### src/rtl/uart_pkg.sv
// Shared UART definitions: receiver FSM states and the default baud divisor.
// Used by the load path (uart_datamemload) and the transmit-side dump block.
package uart_pkg;

  // 50 MHz / 115200 baud
  localparam int CLKS_PER_BIT_DEF = 434;

  typedef enum logic [1:0] {
    ST_IDLE,
    ST_START,
    ST_DATA,
    ST_STOP
  } rx_state_t;

endpackage

### src/rtl/uart_datamemload_if.sv
// Datamem write port: byte enables, word address, write data.
// master drives the bus (loader), slave receives it (datamem).
interface uart_datamemload_if;
  logic [3:0]  con_write;
  logic [9:0]  con_addr;
  logic [31:0] con_in;

  modport master (
    output con_write,
    output con_addr,
    output con_in
  );

  modport slave (
    input con_write,
    input con_addr,
    input con_in
  );
endinterface

### src/rtl/uart_rx_byte.sv
// 8N1 UART byte receiver with a 2-flop RX synchronizer.
// Ports: CLK, rst, RX in; data, byte_valid, frame_err pulse, busy out.
module uart_rx_byte
  import uart_pkg::*;
#(
  parameter int CLKS_PER_BIT = CLKS_PER_BIT_DEF
) (
  input  logic       CLK,
  input  logic       rst,
  input  logic       RX,
  output logic [7:0] data,
  output logic       byte_valid,
  output logic       frame_err,
  output logic       busy
);

  localparam int CW = $clog2(CLKS_PER_BIT + 1);
  localparam logic [CW-1:0] FULL = CW'(CLKS_PER_BIT - 1);
  localparam logic [CW-1:0] HALF = CW'(CLKS_PER_BIT / 2 - 1);

  rx_state_t     state;
  logic          rx_meta;
  logic          rx;
  logic [CW-1:0] clk_cnt;
  logic [2:0]    bit_cnt;
  logic [7:0]    shreg;
  // bad stop bit seen; stay in STOP until the line idles high
  logic          hold;

  always_ff @(posedge CLK) begin
    if (rst) begin
      rx_meta    <= 1'b1;
      rx         <= 1'b1;
      state      <= ST_IDLE;
      clk_cnt    <= '0;
      bit_cnt    <= '0;
      shreg      <= '0;
      hold       <= 1'b0;
      data       <= '0;
      byte_valid <= 1'b0;
      frame_err  <= 1'b0;
      busy       <= 1'b0;
    end else begin
      rx_meta    <= RX;
      rx         <= rx_meta;
      byte_valid <= 1'b0;
      frame_err  <= 1'b0;
      unique case (state)
        ST_IDLE: begin
          clk_cnt <= '0;
          bit_cnt <= '0;
          if (!rx) begin
            state <= ST_START;
            busy  <= 1'b1;
          end
        end
        ST_START: begin
          if (clk_cnt == HALF) begin
            clk_cnt <= '0;
            if (rx) begin
              state <= ST_IDLE;
              busy  <= 1'b0;
            end else begin
              state <= ST_DATA;
            end
          end else begin
            clk_cnt <= clk_cnt + 1'b1;
          end
        end
        ST_DATA: begin
          if (clk_cnt == FULL) begin
            clk_cnt <= '0;
            shreg   <= {rx, shreg[7:1]};
            bit_cnt <= bit_cnt + 3'd1;
            if (bit_cnt == 3'd7) state <= ST_STOP;
          end else begin
            clk_cnt <= clk_cnt + 1'b1;
          end
        end
        ST_STOP: begin
          if (hold) begin
            if (rx) begin
              hold  <= 1'b0;
              state <= ST_IDLE;
              busy  <= 1'b0;
            end
          end else if (clk_cnt == FULL) begin
            clk_cnt <= '0;
            if (rx) begin
              data       <= shreg;
              byte_valid <= 1'b1;
              state      <= ST_IDLE;
              busy       <= 1'b0;
            end else begin
              frame_err <= 1'b1;
              hold      <= 1'b1;
            end
          end else begin
            clk_cnt <= clk_cnt + 1'b1;
          end
        end
        default: begin
          state <= ST_IDLE;
          busy  <= 1'b0;
        end
      endcase
    end
  end

endmodule

### src/rtl/uart_datamemload.sv
// Loads datamem over UART: 4 bytes little-endian per word, sequential addr.
// Ports: CLK, rst, RX in; mem (write bus), busy, done, frame_err out.
module uart_datamemload
  import uart_pkg::*;
#(
  parameter int CLKS_PER_BIT = CLKS_PER_BIT_DEF,
  parameter int NUM_WORDS    = 1024
) (
  input  logic                  CLK,
  input  logic                  rst,
  input  logic                  RX,
  uart_datamemload_if.master    mem,
  output logic                  busy,
  output logic                  done,
  output logic                  frame_err
);

  localparam logic [9:0] LAST = 10'(NUM_WORDS - 1);

  logic [7:0] rx_data;
  logic       rx_valid;
  logic       rx_ferr;
  logic [1:0] byte_idx;

  uart_rx_byte #(
    .CLKS_PER_BIT(CLKS_PER_BIT)
  ) u_rx (
    .CLK       (CLK),
    .rst       (rst),
    .RX        (RX),
    .data      (rx_data),
    .byte_valid(rx_valid),
    .frame_err (rx_ferr),
    .busy      (busy)
  );

  always_ff @(posedge CLK) begin
    if (rst) begin
      byte_idx      <= '0;
      mem.con_write <= '0;
      mem.con_addr  <= '0;
      mem.con_in    <= '0;
      done          <= 1'b0;
      frame_err     <= 1'b0;
    end else begin
      mem.con_write <= 4'h0;
      if (rx_ferr) frame_err <= 1'b1;
      // address moves only after the pulse; last word pins it
      if (mem.con_write == 4'hF) begin
        if (mem.con_addr == LAST) done <= 1'b1;
        else mem.con_addr <= mem.con_addr + 10'd1;
      end
      if (rx_valid) begin
        mem.con_in[{byte_idx, 3'b000} +: 8] <= rx_data;
        byte_idx <= byte_idx + 2'd1;
        if (byte_idx == 2'd3 && !done) mem.con_write <= 4'hF;
      end
    end
  end

endmodule

### src/flat_wrapper.sv
// flat-port wrapper written by rule: the top's interface ports become plain ports
module uart_datamemload_flat import uart_pkg::*;
#(
  parameter int CLKS_PER_BIT = CLKS_PER_BIT_DEF,
  parameter int NUM_WORDS    = 1024
)
  (CLK, rst, RX, busy, done, frame_err, mem_con_write, mem_con_addr, mem_con_in);
  uart_datamemload_if mem_i ();
  input  logic CLK;
  input  logic rst;
  input  logic RX;
  output logic busy;
  output logic done;
  output logic frame_err;
  output wire logic [$bits(mem_i.con_write)-1:0] mem_con_write;
  output wire logic [$bits(mem_i.con_addr)-1:0] mem_con_addr;
  output wire logic [$bits(mem_i.con_in)-1:0] mem_con_in;
  assign mem_con_write = mem_i.con_write;
  assign mem_con_addr = mem_i.con_addr;
  assign mem_con_in = mem_i.con_in;
  uart_datamemload #(.CLKS_PER_BIT(CLKS_PER_BIT), .NUM_WORDS(NUM_WORDS)) u_core (.CLK(CLK), .rst(rst), .RX(RX), .mem(mem_i), .busy(busy), .done(done), .frame_err(frame_err));
endmodule
### config.mk
export PLATFORM = sky130hd
export DESIGN_NAME = uart_datamemload_flat
export DESIGN_NICKNAME = d
export VERILOG_FILES = /design/src/rtl/uart_pkg.sv /design/src/rtl/uart_datamemload_if.sv /design/src/rtl/uart_rx_byte.sv /design/src/rtl/uart_datamemload.sv /design/src/flat_wrapper.sv
export SDC_FILE = /design/constraint.sdc
export NUM_CORES = 1
export LEC_CHECK = 0
export BUFFER_PORTS_ARGS = -buffer_cell sky130_fd_sc_hd__buf_4
export CAP_MARGIN = 20
export CORE_MARGIN = 2
export CORE_UTILIZATION = 51
export CTS_BUF_LIST = sky130_fd_sc_hd__clkbuf_4 sky130_fd_sc_hd__clkbuf_8
export CTS_CLUSTER_DIAMETER = 60
export DETAILED_ROUTE_END_ITERATION = 12
export PLACE_DENSITY = 0.83
export SYNTH_ARGS = -nofsm -noshare
export SYNTH_HDL_FRONTEND = slang
export SYNTH_HIERARCHICAL = 1
export SYNTH_SLANG_ARGS = --single-unit
### constraint.sdc
create_clock -name CLK -period 2.25 [get_ports CLK]
set_input_delay 0.675 -clock CLK [delete_from_list [all_inputs] [get_ports CLK]]
set_output_delay 0.675 -clock CLK [all_outputs]
set_load 0.1 [all_outputs]
[Word level (Yosys, flattened, before mapping)]
Index checks and enable logic that the tools add are counted.
Storage, ports and cells
  flip-flop bits (word level): 86
  word-level logic and storage cells: 86
Cells by class
  add/sub/neg operators: 5
  eq/ne operators: 15
  shift-type cells: 2
  mux-type cells: 27
  bitwise operators: 5
  reduce and logical (&&, ||, !) cells: 15
Operators with widths (number)
  one-hot mux 9 bit (4 select lines): 1
  bitwise mux 32 bit: 1
  variable shift 8 x 7 -> 32 bit, first input constant: 1
  indexed part select 8 x 7 -> 32 bit: 1
  2-to-1 mux 9 bit: 3
  2-to-1 mux 2 bit: 8
  adder 10 x 1 -> 10 bit, second input constant: 1
  == test 10 bit, second input constant: 1
  inequality test 2 bit, second input constant: 5
  adder 9 x 1 -> 9 bit, second input constant: 1
  == test 9 x 8 -> 1 bit, second input constant: 1
  == test 9 bit, second input constant: 1
  2-to-1 mux 1 bit: 9
  one-hot mux 2 bit (4 select lines): 1
  AND reduction 2 bit: 4
  AND reduction 4 bit: 2
  negation 5 -> 7 bit: 1
  == test 2 bit, second input constant: 3
  one-hot mux 3 bit (2 select lines): 1
  NOT 1 bit: 5
  AND reduction 5 bit: 1
  == test 4 bit, second input constant: 1
  2-to-1 mux 4 bit: 1
  OR reduction 4 bit: 1
  other kinds (14): 14

[Longest topological paths before layout]
  word-level depth: 4
  mapped depth: 9
  depth with buffers taken out: 7

[Hierarchy]
Netlist, hierarchy kept.
Modules (own cells, without submodules)
  uart_datamemload: times used 1, cells an instance 213, area each 2052.0 um^2, sequential area each 940.9 um^2
  uart_rx_byte: times used 1, cells an instance 182, area each 1676.6 um^2, sequential area each 720.7 um^2

[Least setup slack after synthesis]
OpenSTA, ideal clock, no wires.
  path kind: register -> register
  start: register u_core.mem.con_addr[0]
  end: register u_core.mem.con_addr[8]
  library setup time: 121 ps
  arrival time: 2016 ps
  setup slack: 113 ps
  cell stages (with the launch flop): 5
  path buffers: 0
  clock period less this slack: 2137 ps
  cell sequence: dfxtp_1 > ha_1 > and4_2 > nand4_1 > mux2_2
Between the ends
  word-level cells in the longest chain between the ends: 3
  elaborated cells between the ends (all ways): 4
  those cells by class: add/sub (1); eq/ne (1); bitwise (1); reduce/logical (1)
RTL lines
  start, declared: RTL line uart_datamemload_if.sv:10  | output con_addr,
  start signal, assigned: RTL line uart_datamemload.sv:51  | else mem.con_addr <= mem.con_addr + 10'd1;
  parallel branches: the longest is 3 deep, another holds adder 10 x 1 -> 10 bit
Several ways; the timed one is not identified.
A chain may end at the register's enable or synchronous reset.

[Final worst setup path]
  start: register u_core.u_rx.clk_cnt[0]
  end: register u_core.u_rx.clk_cnt[6]
Between the ends
  word-level cells in the longest chain between the ends: 4
  elaborated cells between the ends (all ways): 7
  those cells by class: add/sub (1); eq/ne (2); mux (4)
RTL lines
  start, declared: RTL line uart_rx_byte.sv:24  | logic [CW-1:0] clk_cnt;
  start signal, assigned: RTL line uart_rx_byte.sv:67  | clk_cnt <= clk_cnt + 1'b1;
  start signal, assigned: RTL line uart_rx_byte.sv:77  | clk_cnt <= clk_cnt + 1'b1;
  start signal, assigned: RTL line uart_rx_byte.sv:99  | clk_cnt <= clk_cnt + 1'b1;
  adder 9 x 1 -> 9 bit or == test 9 bit (tied branches)
  2-to-1 mux 9 bit: RTL line uart_rx_byte.sv:71, uart_rx_byte.sv:87
  2-to-1 mux 9 bit: RTL line uart_rx_byte.sv:81  | if (hold) begin
  one-hot mux 9 bit (4 select lines) *: RTL line uart_rx_byte.sv:48  | unique case (state)
Every way passes the cells marked *; elsewhere a longest branch is shown, timed or not. The select of a mux whose other input is x is not followed.

==> metrics <==
Post-Route Utilization 59.53%; gr usage total between 20% and 30%; crit-path most repeated cell o2bb2ai_1; Reg-to-Reg End u_core/u_rx/clk_cnt[6]$_SDFFE_PP0P_; Buf/Inv on CP 1; Slew Viols, Final 0; hold path startpoint u_core/u_rx/rx_meta$_SDFF_PP1_; core area 7176 µm²; initial antenna violation count 0; Post-synth EDFFs 0; Row Count 31; CP top delay family simple AND/OR/NAND/NOR gates; Tcrit/Tclk final 91.82%; critical path type reg2reg; design area 4272 µm²; DP Wirelength 5588 µm; TritonRoute pass-1 iters 4; Mapped Cells 395; Critical Path Source Type flip-flop; CP Max Fanout 7; Multi-input gate area 1834 µm²; Clock Skew 9.109 ps; post-synth top area share 44.56%; vias per cell around 5.9; diodes inserted 0; final net count roughly 450; post-synthesis register bit count 83; final setup margin 184.0 ps; Netlist cell types 63; largest net degree at the start of global routing 55; final setup vio count 0; reg2reg path depth 7; drt initial violations ~190; RD Place Congestion 0.8417; Mapped Nets 410; Setup crit end kind flip-flop; # hold bufs at CTS 0; synth warn 6; Avg Cell Area, Syn about 9.4 µm²; Worst Path Arrival roughly 2300 ps; fmax slightly below 0.5 GHz; R2R Path Start u_core/u_rx/clk_cnt[0]$_SDFFE_PP0P_; RSZ-0062 raised after global routing false; Slowest cell on crit path or4b_1; clk sink count 83; status finished clean; Skew-Pair Late Insertion Delay 340 ps; Post CTS Setup Buffer Count 0; Post-synth top flop dfxtp_1; register area share after synthesis 44.56%; starting density of the core 51.96%; total grt overflow 0; Clock Pin Slew Worst Setup and Hold Paths 90 ps; hold crit path type reg2reg; setup TNS 0 ps; first-pass GRT wire length approximately 13000 µm; WL final 8202 µm; Post-Synthesis Cell Area around 3700 µm²; port buffer count 51; endpoint of the worst hold path u_core/u_rx/rx$_SDFF_PP1_; Max Cap Viol 0; placed inst area 4089 µm²; Final Power 2509 µW; vias in the first global route approximately 2.7k; Chip Width just under 90 µm; relative slew slack around three fifths; count leader, synth dfxtp_1; CTS max path bufs 2; CP required 2480 ps; drt drc 0; wire per inst 15.27 µm; Tightest Pin Transition between 500 and 600 ps; Post-synth top cells 83 x dfxtp_1, 60 x nor2_1, 30 x a32oi_1; clk root buf clkbuf_8; Peak VDD IR 0.0003220 V; Hold Path Stages 1; Leakage Power around 0.0017 µW; Synth async-reset ratio 0%; post-CTS resize count 0; # H-tree levels 3; Die Y 89.51 µm; num ports 52; register area 1662 µm²; worst reg-to-reg setup slack about 180 ps; layout cells sized above 1 20.78%; largest area contributor in the netlist dfxtp_1; setup slack at placement approximately 200 ps; minimum clock period after layout 2066 ps; Critical Path, Cell by Cell inv_1 -> ha_1 -> or4b_1 -> nor3_2 -> o2bb2ai_1 -> o2bb2ai_1 -> a21o_1; area grow syn2layout 14.56%; Fill cells between 600 and 700; Hold Violations, Final 0; Synth area leaders dfxtp_1 45%, a32oi_1 7.0%, nor2_1 6.0%, mux2i_1 4.3%, ha_1 4.0%; Antenna Nets Post-Route 0; PwrDens 587.5 nW/µm²; Worst path max stage delay 440 ps; vias post-DR between 3k and 4k; CTS tree built; DIE AREA around 8000 µm²; CTS buffer count 9
==> sequential cells by signal, indices dropped and copies added, names as in the netlist, 2 cells and up, named ones only <==
register / flops
u_core/byte_idx: 2
u_core/mem.con_addr: 10
u_core/mem.con_in: 32
u_core/u_rx/bit_cnt: 3
u_core/u_rx/clk_cnt: 9
u_core/u_rx/data: 8
u_core/u_rx/shreg: 8
==> where the power goes <==
part | total [µW] | internal [µW] | switching, µW | leakage [µW]
logic | 61.7 | 18.9 | 42.8 | 0.000934
registers | 1480 | 1470 | 7.56 | 0.000669
clock network | 969 | 418 | 551 | 0.0000921
total | 2510 | 1910 | 601 | 0.00170
==> metal layers <==
layer  track usage [%]  part of all wire, %
met5                 0                    0
met4             8.277                 0.98
met3             4.340                  4.9
met2             31.65                   48
met1             28.88                   46
==> worst register-to-register path, stage by stage (launching register included) <==
cell and delay [ps]:
dfxtp_1 380, inv_1 90, ha_1 130, or4b_1 440
nor3_2 310, o2bb2ai_1 250, o2bb2ai_1 180, a21o_1 190
==> worst max path at each step <==
stage / cells past startpoint / from / endpoint / slack [ps]
3_3_place_gp: 7 / u_core/u_rx/clk_cnt[0]$_SDFFE_PP0P_ / u_core/u_rx/clk_cnt[6]$_SDFFE_PP0P_ / 280
2_1_floorplan: 4 / u_core/mem.con_addr[0]$_SDFFE_PP0P_ / u_core/mem.con_addr[8]$_SDFFE_PP0P_ / 110
5_1_grt: 7 / u_core/u_rx/clk_cnt[0]$_SDFFE_PP0P_ / u_core/u_rx/clk_cnt[6]$_SDFFE_PP0P_ / 0.1
3_5_place_dp: 7 / u_core/u_rx/clk_cnt[0]$_SDFFE_PP0P_ / u_core/u_rx/clk_cnt[6]$_SDFFE_PP0P_ / 200
6_report: 7 / u_core/u_rx/clk_cnt[0]$_SDFFE_PP0P_ / u_core/u_rx/clk_cnt[6]$_SDFFE_PP0P_ / 180
4_1_cts: 7 / u_core/u_rx/clk_cnt[0]$_SDFFE_PP0P_ / u_core/u_rx/clk_cnt[6]$_SDFFE_PP0P_ / 180
==> cell type report <==
cell class              instances  share of cell area, %
inverters                       9                 0.7909
repair buffers                 58                  10.19
clock inverters                 7                  1.377
multi-input cells             272                  42.94
well taps                      99                  2.900
clock buffers                   9                  2.900
flip-flops and latches         83                  38.90
==> placed cells by master, fill, tap and decap left out, drive strengths merged, types with 5 or more instances in the layout <==
master	n
o21ai	8
a32oi	30
nor3b	6
nand3	14
nand2	17
ha	12
a21oi	17
inv	12
nand2b	6
nand4	5
buf	58
clkbuf	9
and3	6
a31oi	5
mux2i	16
nor2b	6
dfxtp	83
nor2	60
==> kinds of logic (layout without fill, tap and decap cells) <==
logic type | count (synthesis) | count (layout) | synth area share [%]
AOI/OAI and AO/OA | 92 | 92 | 18.42
xor gates and xnor gates | 1 | 1 | 0.2349
adders and majority gates | 12 | 12 | 4.027
buffers and inverters | 40 | 83 | 6.242
DFF | 83 | 83 | 44.56
muxes | 17 | 17 | 4.597
and+or+nand+nor | 150 | 150 | 21.91
==> stage by stage <==
step	hold slack, ps	instances
2_1_floorplan	389.5	395
3_3_place_gp	392.6	521
3_5_place_dp	398.7	521
4_1_cts	418.7	537
5_1_grt	435.0	537
6_report	411.4	537
Note: power is estimated with default switching activity, not from simulation.
